--- src/rtl/ervp_apb_initiator_pkg.sv ---
// Shared types and helpers for the single-outstanding APB initiator.
package ervp_apb_initiator_pkg;

  typedef enum logic [1:0] {
    IDLE   = 2'd0,
    SETUP  = 2'd1,
    ACCESS = 2'd2,
    RESP   = 2'd3
  } apb_init_state_e;

  // Response status field values
  localparam logic RSP_OKAY    = 1'b0;
  localparam logic RSP_ERR     = 1'b1;
  localparam logic RSP_NO_TMO  = 1'b0;
  localparam logic RSP_TMO     = 1'b1;

  function automatic int log2_ceil(input int n);
    int r;
    r = 0;
    while ((64'd1 << r) < 64'(n)) r++;
    return r;
  endfunction

  // Counter width able to hold TIMEOUT_CYCLES; never narrower than one bit
  function automatic int tmo_width(input int cycles);
    int w;
    w = log2_ceil(cycles + 1);
    return (w < 1) ? 1 : w;
  endfunction

endpackage

--- src/rtl/ervp_apb_initiator_timer.sv ---
// Saturating ACCESS-phase counter; flags the last permitted ACCESS cycle.
module ervp_apb_initiator_timer
  import ervp_apb_initiator_pkg::*;
#(
  parameter int TIMEOUT_CYCLES = 256
) (
  input  logic clk,
  input  logic rst,
  input  logic clr,
  input  logic en,
  output logic expired
);

  localparam int BW_CNT = tmo_width(TIMEOUT_CYCLES);

  generate
    if (TIMEOUT_CYCLES == 0) begin : g_off
      assign expired = 1'b0;
    end else begin : g_on
      localparam logic [BW_CNT-1:0] CNT_LAST = BW_CNT'(TIMEOUT_CYCLES - 1);
      localparam logic [BW_CNT-1:0] CNT_MAX  = '1;
      logic [BW_CNT-1:0] cnt;

      // Count ACCESS cycles, holding at the top value instead of wrapping
      always_ff @(posedge clk) begin
        if (rst || clr)                 cnt <= '0;
        else if (en && cnt != CNT_MAX)  cnt <= cnt + 1'b1;
      end

      assign expired = (cnt == CNT_LAST);
    end
  endgenerate

endmodule

--- src/rtl/ervp_apb_initiator.sv ---
// Valid/ready command stream to APB setup/access transfers, with timeout.
module ervp_apb_initiator
  import ervp_apb_initiator_pkg::*;
#(
  parameter int BW_ADDR        = 32,
  parameter int BW_DATA        = 32,
  parameter int TIMEOUT_CYCLES = 256
) (
  input  logic               clk,
  input  logic               rst,
  input  logic               req_valid,
  output logic               req_ready,
  input  logic [BW_ADDR-1:0] req_addr,
  input  logic               req_write,
  input  logic [BW_DATA-1:0] req_wdata,
  output logic               rsp_valid,
  input  logic               rsp_ready,
  output logic [BW_DATA-1:0] rsp_rdata,
  output logic               rsp_slverr,
  output logic               rsp_timeout,
  output logic               busy,
  output logic               rpsel,
  output logic               rpenable,
  output logic               rpwrite,
  output logic [BW_ADDR-1:0] rpaddr,
  output logic [BW_DATA-1:0] rpwdata,
  input  logic [BW_DATA-1:0] rprdata,
  input  logic               rpready,
  input  logic               rpslverr
);

  apb_init_state_e state, state_n;

  logic [BW_ADDR-1:0] addr_q;
  logic               write_q;
  logic [BW_DATA-1:0] wdata_q;
  logic [BW_DATA-1:0] rdata_q;
  logic               slverr_q;
  logic               timeout_q;
  logic               accept;
  logic               tmo_expired;

  assign req_ready = (state == IDLE) && !rst;
  assign accept    = req_valid && req_ready;

  ervp_apb_initiator_timer #(
    .TIMEOUT_CYCLES(TIMEOUT_CYCLES)
  ) u_timer (
    .clk    (clk),
    .rst    (rst),
    .clr    (accept),
    .en     (state == ACCESS),
    .expired(tmo_expired)
  );

  // State register
  always_ff @(posedge clk) begin
    if (rst) state <= IDLE;
    else     state <= state_n;
  end

  // Next-state: completion from the slave wins over a same-cycle timeout
  always_comb begin
    state_n = state;
    case (state)
      IDLE:    if (req_valid)               state_n = SETUP;
      SETUP:                                state_n = ACCESS;
      ACCESS:  if (rpready || tmo_expired)  state_n = RESP;
      RESP:    if (rsp_ready)               state_n = IDLE;
      default:                              state_n = IDLE;
    endcase
  end

  // Command latch and response capture
  always_ff @(posedge clk) begin
    if (rst) begin
      addr_q    <= '0;
      write_q   <= 1'b0;
      wdata_q   <= '0;
      rdata_q   <= '0;
      slverr_q  <= RSP_OKAY;
      timeout_q <= RSP_NO_TMO;
    end else begin
      if (accept) begin
        addr_q  <= req_addr;
        write_q <= req_write;
        wdata_q <= req_write ? req_wdata : '0;
      end
      if (state == ACCESS) begin
        if (rpready) begin
          rdata_q   <= write_q ? '0 : rprdata;
          slverr_q  <= rpslverr;
          timeout_q <= RSP_NO_TMO;
        end else if (tmo_expired) begin
          rdata_q   <= '1;
          slverr_q  <= RSP_ERR;
          timeout_q <= RSP_TMO;
        end
      end
    end
  end

  assign rpsel       = (state == SETUP) || (state == ACCESS);
  assign rpenable    = (state == ACCESS);
  assign rpaddr      = addr_q;
  assign rpwrite     = write_q;
  assign rpwdata     = wdata_q;
  assign rsp_valid   = (state == RESP);
  assign rsp_rdata   = rdata_q;
  assign rsp_slverr  = slverr_q;
  assign rsp_timeout = timeout_q;
  assign busy        = (state != IDLE);

endmodule

--- config.mk ---
export PLATFORM = sky130hd
export DESIGN_NAME = ervp_apb_initiator
export DESIGN_NICKNAME = d
export VERILOG_FILES = /design/src/rtl/ervp_apb_initiator_pkg.sv /design/src/rtl/ervp_apb_initiator_timer.sv /design/src/rtl/ervp_apb_initiator.sv
export SDC_FILE = /design/constraint.sdc
export NUM_CORES = 1
export LEC_CHECK = 0
export ABC_AREA = 0
export BUFFER_PORTS_ARGS = -buffer_cell sky130_fd_sc_hd__buf_2
export CORE_UTILIZATION = 34
export CTS_CLUSTER_DIAMETER = 60
export DETAILED_ROUTE_END_ITERATION = 10
export GPL_TIMING_DRIVEN = 1
export HOLD_SLACK_MARGIN = 0.1
export PLACE_DENSITY_LB_ADDON = 0.3
export SKIP_CTS_REPAIR_TIMING = 1
export SYNTH_ARGS = -nofsm -noshare
export SYNTH_HDL_FRONTEND = slang
export SYNTH_SLANG_ARGS = --single-unit
--- constraint.sdc ---
create_clock -name clk -period 1.9 [get_ports clk]
set_clock_uncertainty 0.15 [all_clocks]
set_input_delay 0.19 -clock clk [delete_from_list [all_inputs] [get_ports clk]]
set_output_delay 0.19 -clock clk [all_outputs]
set_load 0.02 [all_outputs]
# Word level (Yosys, flattened, before mapping)
# Index checks and enable logic that the tools add are counted.
# word_totals
reg_bits	110
output_inout_bits	104
# classes
add_sub_neg	1
n_eq_ne	8
muxes	11
n_reduce_logical	12
# op_table
op	count
32-bit 2-to-1 mux	4
9-bit by 1-bit adder with 9-bit output (second input constant)	1
9-bit by 8-bit equality test with 1-bit output (second input constant)	1
9-bit != test (second input constant)	1
2-bit case mux with 4 select lines	1
2-bit 2-to-1 mux	3
2-bit equality test (second input constant)	2
2-bit != test (second input constant)	2
2-bit nonzero test	2
1-bit logical AND	3
1-bit logical OR	3
1-bit 2-to-1 mux	3
3-bit AND reduction	1
2-bit by 1-bit equality test with 1-bit output (second input constant)	1
2-bit logical NOT	1
2-bit by 1-bit != test with 1-bit output (second input constant)	1
2-bit AND reduction	1
1-bit logical NOT	1

# Logic depth before layout (Yosys ltp)
# depth
depth_word	4
mapped_depth	9
depth_no_buf	7

# Hierarchy
# A second synthesis with hierarchy kept.
# unflattened
hier_cells	507
area_unflattened_um2	4346.7
# modules_own_cells
module	instances	cells_per_inst	area_each_um2	seq_area_each_um2
ervp_apb_initiator	1	459	3917.5	2021.9
ervp_apb_initiator_timer	1	48	429.2	180.2

# Worst setup path before layout
# No wires, ideal clock.
# synth_timing
path_kind	register to register
start	register state[0]
end	register wdata_q[10] (netlist: rpwdata[10])
setup_ns	0.117
arrival_ns	1.570
required_ns	1.633
setup_slack_ns	0.063
stages_incl_launch_ff	9
n_path_buf	3
synth_period_minus_slack_ns	1.837
cell_sequence	dfxtp_1 inv_1 ha_1 and3b_1 buf_2 and2_1 buf_2 buf_6 a22o_1
# synth_via
elab_chain_cells	3
# synth_rtl
element	line	rtl
start, declared	ervp_apb_initiator.sv:32	apb_init_state_e state, state_n;
start signal, assigned	ervp_apb_initiator.sv:59	else state <= state_n;
2-bit logical NOT	ervp_apb_initiator.sv:43	assign req_ready = (state == IDLE) && !rst;
1-bit logical AND	ervp_apb_initiator.sv:43	
1-bit logical AND	ervp_apb_initiator.sv:44	assign accept = req_valid && req_ready;
end signal, assigned	ervp_apb_initiator.sv:87	wdata_q <= req_write ? req_wdata : '0;
end, declared	ervp_apb_initiator.sv:36	logic [BW_DATA-1:0] wdata_q;
# Every way passes these cells.
# A chain may end at the register's enable or synchronous reset.

# Final worst setup path
# layout_timing
start	register u_timer.g_on.cnt[1]
end	register u_timer.g_on.cnt[3]
# layout_via
elab_chain_cells	2
word_cells_on_any_way	3
# layout_rtl
element	line	rtl
start, declared	ervp_apb_initiator_timer.sv:22	logic [BW_CNT-1:0] cnt;
start signal, assigned	ervp_apb_initiator_timer.sv:27	else if (en && cnt != CNT_MAX) cnt <= cnt + 1'b1;
branches (longest 2 deep; another with 9-bit by 1-bit adder with 9-bit output)	--	
# Several ways; the timed one is not identified.

==> out/qor.txt <==
Outcome = complete, no violations
Slew HR = 0.740
Non-filler cells, final = 816
Seq/Total Area, Yosys = 0.561
Latest clock arrival within the worst-skew pair = 0.33 ns
Count of final setup violators = 0
Bufs on Longest Clock Path = 2
Site row count = 38
Worst IR drop on VDD = 0.665 mV
Final min period = 1.87 ns
CTS tree = yes
CP Capture Type = flop
Fmax = 535 MHz
Max_cap viols = 0
Share of layout cells above drive strength 1 = 0.383
Worst reg2reg setup slack = 0.03 ns
IO Count = 207
Core Region = 11000 µm²
Synthesis-stage register bit count = 110
DIE WIDTH = 109 µm
Post-DR vias/cell = 4.92
Top cell type's share of synthesized area = 0.561
N_diodes = 0
Total gr overflow = 0
PD cells = 1130 nW/µm²
Root Buffer = clkbuf_16
Post-Syn Area = 3930 µm²
Cells after DPL = 698
TritonCTS buffer count = 9
Die Y = 109 µm
Worst-path clk slew = 0.07 ns
Fin. Hold Viols = 0
Antenna viol nets, final = 0
Ys async rst share = 0
IO Port Bufs = 206
First-pass GRT wire length = 15500 µm
Maximum fanout along the worst path = 5
Top area cells in the synthesized netlist = dfxtp_1 56%, a22o_1 14%, a211oi_1 6.1%
Routed vias = 4015
Largest net degree at the start of global routing = 58
Vias in the first global route = 3314
Htree depth = 3
Reg-to-Reg End = u_timer.g_on.cnt[3]$_SDFFE_PP0P_
Largest area contributor in the netlist = dfxtp_1
CP Launch Type = flop
# clock sinks = 110
Total wire length = 12500 µm
Yosys warns = 0
Post-synth EDFFs = 0
Worst Setup EP = u_timer.g_on.cnt[3]$_SDFFE_PP0P_
Pins Over Slew Limit = 0
Initial detailed-routing violation count = 232
Initial antenna violation count = 0
Detailed-route DRC error count = 0
Period utilization = 0.983
Final nets = 781
Drt first pass iters = 4
Synth Instances = 369
WP data required = 2.01 ns
Gpl congestion = 0.746
Leak pwr = 3.06 nW
HPWL after DPL = 7410 µm
Worst-Margin Slew = 0.389 ns
Post-synthesis average cell area = 10.6 µm²
Crit Path Class = reg -> reg
Top FF cell, synth = dfxtp_1
Worst hold path type = in -> reg
Initial Util = 0.356
Synth unique cells = 34
Post-synthesis net count = 479
Worst r2r src = u_timer.g_on.cnt[1]$_SDFFE_PP0P_
Die ar. = 12000 µm²
Routed len/inst = 15.3 µm
Crit path DAT = 1.98 ns
CP Launch Point = u_timer.g_on.cnt[1]$_SDFFE_PP0P_
Area delta synth->final = 67.4%
WHS = 0.137 ns
Total Routing Usage GR = 0.166
Reg2Reg Depth = 7
RSZ-0062 raised after global routing = true
-- layer usage --
| layer | share of wire | global-route usage | vias to the layer above |
|---|---|---|---|
| li1 | - | - | 1935 |
| met1 | 0.39 | 0.181 | 1874 |
| met2 | 0.51 | 0.290 | 179 |
| met3 | 0.073 | 0.0652 | 27 |
| met4 | 0.024 | 0.0648 | 0 |
| met5 | 0 | 0 | - |
-- placed cells by master (no fill, tap or decap), types with 2 or more instances in the layout --
master	instances
inv_1	6
a22o_1	64
nor2_1	39
buf_4	11
a21oi_1	4
nand4b_1	2
clkbuf_16	10
nand4_1	3
buf_12	5
dfxtp_2	5
ha_2	2
nand2_1	2
o21ai_0	2
clkbuf_8	3
or3_1	3
a211oi_2	2
buf_2	206
nand2b_1	37
and2_1	2
a211oi_1	30
dlygate4sd3_1	98
dfxtp_1	105
a21o_1	2
nor3_1	2
ha_1	4
-- cells in the mapped netlist, types with 2 or more instances --
cell type	n
nand4b_1	2
a211oi_1	32
a22o_1	64
nand4_1	3
buf_6	3
nand3_1	2
dfxtp_1	110
nor3_1	2
inv_1	6
o41ai_1	2
and2_1	2
clkbuf_1	17
nand2_1	2
a21oi_1	6
o21ai_0	3
nor2_1	40
a21o_1	2
ha_1	7
nand2b_1	37
or3_1	3
buf_2	10
o311ai_0	2
-- report_power, final --
part	internal, mW	total, mW	switching, mW
combinational	1.09	2.58	1.49
sequential	2.71	2.93	0.218
clock	1.13	1.95	0.815
total	4.93	7.45	2.52
-- registers in the layout (all words and copies together), names as in the netlist --
register,cells
rpaddr,32
rpwdata,32
rsp_rdata,32
u_timer.g_on.cnt,9
state,2
rpwrite,1
rsp_slverr,1
rsp_timeout,1
-- layout make-up --
class / count / area, µm²
fill: 901 / 4460
multi-input combinational: 223 / 1630
inverter: 6 / 22.5
clock buffer: 12 / 267
clock inverter: 4 / 51.3
sequential: 110 / 2210
tap: 140 / 175
timing repair buffer: 321 / 2220
-- critical path, cell delays in order, from the launching register on --
cell      delay (ns)
dfxtp_2         0.34
ha_4            0.16
nand3_2         0.07
nor2_2          0.05
ha_2            0.19
nand4b_1        0.30
or3_1           0.43
a21oi_2         0.12
-- kinds of logic after synthesis --
kind of cell	synth area share
compound gates	0.234
xor+xnor	0.00446
fa+ha+maj	0.0223
buf+inv	0.0433
flops	0.561
mux	0.00255
simple gates	0.133
-- through the flow --
stage	power (mW)	instance area, µm²	utilization	setup WS (ns)	setup TNS [ns]
5_1_grt	7.86	6570	0.596	-0.0468	-0.291
6_report	7.45	6570	0.596	0.0315	0
4_1_cts	7.28	5480	0.496	-0.0719	-0.220
3_5_place_dp	5.30	5160	0.468	-0.0691	-0.159
3_3_place_gp	5.24	5160	0.468	0.0248	0
2_1_floorplan	4.45	3930	-	0.0633	0
-- worst min path at each step --
| stage | start | endpoint | cells after the start |
|---|---|---|---|
| 6_report | rst | u_timer.g_on.cnt[5]$_SDFFE_PP0P_ | 4 |
| 2_1_floorplan | req_wdata[10] | rpwdata[10]$_SDFFE_PP0P_ | 1 |
| 5_1_grt | req_valid | u_timer.g_on.cnt[5]$_SDFFE_PP0P_ | 4 |
| 3_5_place_dp | req_wdata[8] | rpwdata[8]$_SDFFE_PP0P_ | 2 |
| 3_3_place_gp | req_addr[31] | rpaddr[31]$_SDFFE_PP0P_ | 2 |
| 4_1_cts | req_wdata[27] | rpwdata[27]$_SDFFE_PP0P_ | 2 |
(Power assumes the default switching activity.)
